File: src/rtl/lc_dec_pkg.sv
// Shared life-cycle decode types: replica geometry, decoded state encoding and
// the checker FSM states.
package lc_dec_pkg;

  function automatic int unsigned vbits(input int unsigned value);
    return (value <= 1) ? 1 : $clog2(value);
  endfunction

  localparam int unsigned NumLcStates        = 21;
  localparam int unsigned DecLcStateWidth    = vbits(NumLcStates);
  localparam int unsigned DecLcStateNumRep   = 32 / DecLcStateWidth;
  localparam int unsigned ExtDecLcStateWidth = DecLcStateNumRep * DecLcStateWidth;

  typedef enum logic [DecLcStateWidth-1:0] {
    DecLcStRaw           = 5'd0,
    DecLcStTestUnlocked0 = 5'd1,
    DecLcStTestLocked0   = 5'd2,
    DecLcStTestUnlocked1 = 5'd3,
    DecLcStTestLocked1   = 5'd4,
    DecLcStTestUnlocked2 = 5'd5,
    DecLcStTestLocked2   = 5'd6,
    DecLcStTestUnlocked3 = 5'd7,
    DecLcStTestLocked3   = 5'd8,
    DecLcStTestUnlocked4 = 5'd9,
    DecLcStTestLocked4   = 5'd10,
    DecLcStTestUnlocked5 = 5'd11,
    DecLcStTestLocked5   = 5'd12,
    DecLcStTestUnlocked6 = 5'd13,
    DecLcStTestLocked6   = 5'd14,
    DecLcStTestUnlocked7 = 5'd15,
    DecLcStDev           = 5'd16,
    DecLcStProd          = 5'd17,
    DecLcStProdEnd       = 5'd18,
    DecLcStRma           = 5'd19,
    DecLcStScrap         = 5'd20,
    DecLcStPostTrans     = 5'd21,
    DecLcStEscalate      = 5'd22,
    DecLcStInvalid       = 5'd23
  } dec_lc_state_e;

  typedef dec_lc_state_e [DecLcStateNumRep-1:0] ext_dec_lc_state_t;

  typedef enum logic [1:0] {
    StReset,
    StIdle,
    StTrack,
    StEsc
  } ext_chk_state_e;

endpackage

File: src/rtl/lc_rep_compare.sv
// Unpacks the replicated state bus, reports whether all replicas agree and
// whether replica 0 lies outside the defined encoding.
module lc_rep_compare
  import lc_dec_pkg::*;
(
  input  logic [ExtDecLcStateWidth-1:0] ext_state_i,
  output logic                          all_equal,
  output logic [DecLcStateWidth-1:0]    rep0,
  output logic                          illegal
);

  always_comb begin
    rep0      = ext_state_i[DecLcStateWidth-1:0];
    all_equal = 1'b1;
    for (int unsigned k = 1; k < DecLcStateNumRep; k++) begin
      if (ext_state_i[k*DecLcStateWidth +: DecLcStateWidth] != rep0) begin
        all_equal = 1'b0;
      end
    end
    illegal = (rep0 > DecLcStInvalid);
  end

endmodule

File: config.mk
export PLATFORM = sky130hd
export DESIGN_NAME = lc_rep_compare
export DESIGN_NICKNAME = d
export VERILOG_FILES = /design/src/rtl/lc_dec_pkg.sv /design/src/rtl/lc_rep_compare.sv
export SDC_FILE = /design/constraint.sdc
export NUM_CORES = 1
export LEC_CHECK = 0
export CORE_AREA = 2 2 39 41
export DETAILED_ROUTE_END_ITERATION = 16
export DIE_AREA = 0 0 41 43
export PLACE_DENSITY_LB_ADDON = 0.25
export SYNTH_ARGS = -nofsm -noshare
export SYNTH_HDL_FRONTEND = slang
export SYNTH_SLANG_ARGS = --single-unit
File: constraint.sdc
create_clock -name vclk -period 3
set_clock_uncertainty 0.15 [all_clocks]
set_input_delay 0.45 -clock vclk [all_inputs]
set_output_delay 0.45 -clock vclk [all_outputs]
set_load 0.02 [all_outputs]
After elaboration in Yosys (flattened, before gate mapping):

Cells that the tools add are included.

* shift operators: 0
* multiplexer cells: 5
* add/subtract/negate cells: 0
* $mul: 0
* order comparisons: 1
* bitwise operators: 0
* divide/modulo/power cells: 0
* equal/unequal tests: 5
* reductions and logical operators: 0

Operators by type and width (number)
* 5-bit inequality test: 5
* 5-bit greater-than comparator, second input constant: 1
* 1-bit 2-to-1 mux: 5

* bits in writable memories: 0
* bits in latches: 0
* output and inout bits: 7
* memories kept: 0
* bits in read-only memories: 0
* input port bits: 30
* word-level logic and storage cells: 11
* register bits after elaboration: 0

Logic depth before layout (Yosys ltp):

* depth after elaboration: 6
* depth in mapped cells: 4
* gate-level depth less buffers: 4

Worst setup path before layout:

No wires, ideal clock.

* path type: input-to-output
* start: input port ext_state_i[0]
* end: output port all_equal
* data required time: 2400 ps
* stages: 4
* path buffers: 0
* data arrival time: 1510 ps
* slack: 890 ps
* path through: or4_1 nor3_1 o2111ai_1 nor3_2

* longest elaborated chain between the ends: 6
* elaborated cells between the ends (all ways): 10
* those cells by class: eq/ne: 5; mux: 5

Ends and longest elaborated chain
* start, declared: RTL line lc_rep_compare.sv:6 `input logic [ExtDecLcStateWidth-1:0] ext_state_i,`
* 5-bit inequality test: RTL line lc_rep_compare.sv:16 `if (ext_state_i[k*DecLcStateWidth +: DecLcStateWidth] != rep0) begin`
* 1-bit 2-to-1 mux (4 in series): RTL line lc_rep_compare.sv:16
* 1-bit 2-to-1 mux (*): RTL line lc_rep_compare.sv:16
* end, declared: RTL line lc_rep_compare.sv:7 `output logic all_equal,`

Every way passes the cells marked *; elsewhere a longest branch is shown, timed or not.

Final worst setup path:

* start: input port ext_state_i[2]
* end: output port all_equal

Same word-level chain as after synthesis.

==> run summary <==
Status: finished clean
Synth-to-Final Area Change: 172%
Period utilization: 91.8%
First-pass GRT wire length: 1040 um
Cell area after synthesis: 226 um2
Logic pwr share: 100.0%
GRT Total Usage: 7.79%
PortBufs: 37
Leak Pwr: 0.223 nW
Multi-input logic area: 189 um2
Drt initial violations: 1
Die Wd: 41 um
I/O pin count: 37
Drt via density: 4.40
Final net count: 100
Worst hold-check path type: in -> out
Net Sw Frac: 29.5%
Crit. Startpoint: ext_state_i[2]
Final Wtd Congestion: 0.525
Startpoint Class: input port
Number of global-route vias before repair: 300
Post-CTS Setup Bufs: 0
Syn. warnings: 0
Initial Util: 16.4%
Yosys cell types: 13
Pin count of the biggest net entering global routing: 5
Net Switching: 0.0000220 W
Core Box Area: 1380 um2
Setup violations, final: 0
Post-CTS resize count: 1
Syn Nets: 61
CP Capture Type: primary output
Reg area: 0 um2
Fin. max-slew vios: 0
Hold-critical path depth: 5
VDD IR-drop max: 0.0465 mV
P per Cell Area: 121 nW/um2
Initial antenna violation count: 0
Worst-path fanout max: 2
Req. time, crit path: 2.40 ns
Clock buffer cells: 0
CP Class: in -> out
Seq cells: 0
Setup crit end: all_equal
Max cap viols: 0
Antenna cell count: 0
Gr ovfl total: 0
Chip height: 43 um
ANT nets after route: 0
PnR worst setup slack: 0.245 ns
Syn Inst Count: 31
RSZ-0062 raised after global routing: no
CP arrival: 2.15 ns
Seq/Total Area, Yosys: 0%
Vias: 370
Worst rel slew slack: 85.5%
Cell Int Power: 0.0000525 W
Post-DP HPWL: 721 um
Routed WL: 755 um
Syn Area/Cell: 7.31 um2
FMAX: 363 MHz
Worst slack, placed: -0.0592 ns
Endpoints failing hold: 0
Cell taking the most area after synthesis: buf_4
Synth area leaders: buf_4 17%, or4_1 17%, xnor2_1 15%, nand4_1 14%, mux2i_1 13%
Setup TNS: 0 ns
Final min period: 2.75 ns
Die ar.: 1760 um2
Clock power share: 0%
Sequential share of power: 0%
Post-CTS Hold Buffers: 0
Routed length per instance: 8.99 um
DR pass1 iterations: 2
Worst-margin pin slew: 0.217 ns
Fraction of layout instances using a drive strength above 1: 10.3%
Final-layout fill cell count: 149
Std cell rows: 14
Yosys top cell area share: 16.6%
# DRC: 0
[through the flow]
step | hold WS [ns] | utilization (%) | std cells | instance area, um2 | power [W]
2_1_floorplan | 0.863 | - | 31 | 226 | 0.0000214
6_report | 1.72 | 44.5 | 84 | 616 | 0.0000745
3_3_place_gp | 1.82 | 44.6 | 84 | 617 | 0.0000748
3_5_place_dp | 1.82 | 44.6 | 84 | 617 | 0.0000752
4_1_cts | 1.73 | 44.5 | 84 | 616 | 0.0000755
5_1_grt | 1.76 | 44.5 | 84 | 616 | 0.0000802
[final cells by class]
cell class	count	share of cell area [%]
multi-input combinational	26	30.7
timing repair buffer	42	66.1
tap	16	3.25
[layout by cell type (no fill, tap or decap), drive strengths merged]
| cell | Yosys | routed |
|---|---|---|
| nand2 | 1 | 1 |
| and2 | 1 | 1 |
| buf | 5 | 5 |
| dlygate4sd2 | 0 | 1 |
| xnor2 | 4 | 4 |
| o2111ai | 1 | 1 |
| a31oi | 1 | 1 |
| or4 | 5 | 5 |
| mux2i | 3 | 3 |
| clkdlybuf4s50 | 0 | 36 |
| nor2 | 2 | 2 |
| and3 | 1 | 1 |
| nand4 | 5 | 5 |
| nor3 | 2 | 2 |
[worst min path at each step]
stage | start | to | slack, ns
5_1_grt | ext_state_i[19] | all_equal | 1.76
3_3_place_gp | ext_state_i[0] | rep0[0] | 1.82
3_5_place_dp | ext_state_i[0] | rep0[0] | 1.82
4_1_cts | ext_state_i[27] | all_equal | 1.73
2_1_floorplan | ext_state_i[0] | rep0[0] | 0.86
6_report | ext_state_i[27] | all_equal | 1.72
[critical path, cell delays in order]
cell and delay, ns:
clkdlybuf4s50_1 0.41, or4_1 0.51, mux2i_1 0.17, o2111ai_1 0.15, nor3_2 0.11, dlygate4sd2_1 0.35
[synthesized netlist by cell type (all sizes together)]
| master | instances |
|---|---|
| xnor2 | 4 |
| and2 | 1 |
| a31oi | 1 |
| and3 | 1 |
| o2111ai | 1 |
| mux2i | 3 |
| buf | 5 |
| or4 | 5 |
| nor2 | 2 |
| nand2 | 1 |
| nand4 | 5 |
| nor3 | 2 |
[kinds of logic after synthesis]
logic type      Yosys count  share of synthesized area (%)
compound gates            2                           6.63
xor+xnor                  4                           15.5
buf+inv                   5                           16.6
mux                       3                           13.3
simple gates             17                           48.1
[power by group through the flow]
stage                     Clock, W  Combinational (W)  Sequential (W)
after floorplan                  0          0.0000214               0
after global placement           0          0.0000748               0
final                            0          0.0000745               0
after CTS                        0          0.0000755               0
after global routing             0          0.0000802               0
after detailed placement         0          0.0000752               0
[metal layers]
| metal | GRT usage [%] | up-vias | part of all wire, % | routed length [um] |
|---|---|---|---|---|
| met5 | 0 | - | 0 | 0 |
| met1 | 8.86 | 154 | 37 | 276 |
| met2 | 15.3 | 20 | 52 | 390 |
| met3 | 0.524 | 0 | 12 | 88 |
| li1 | - | 196 | - | - |
| met4 | 0 | 0 | 0 | 0 |
No activity file was read; power rests on OpenSTA's default activity.
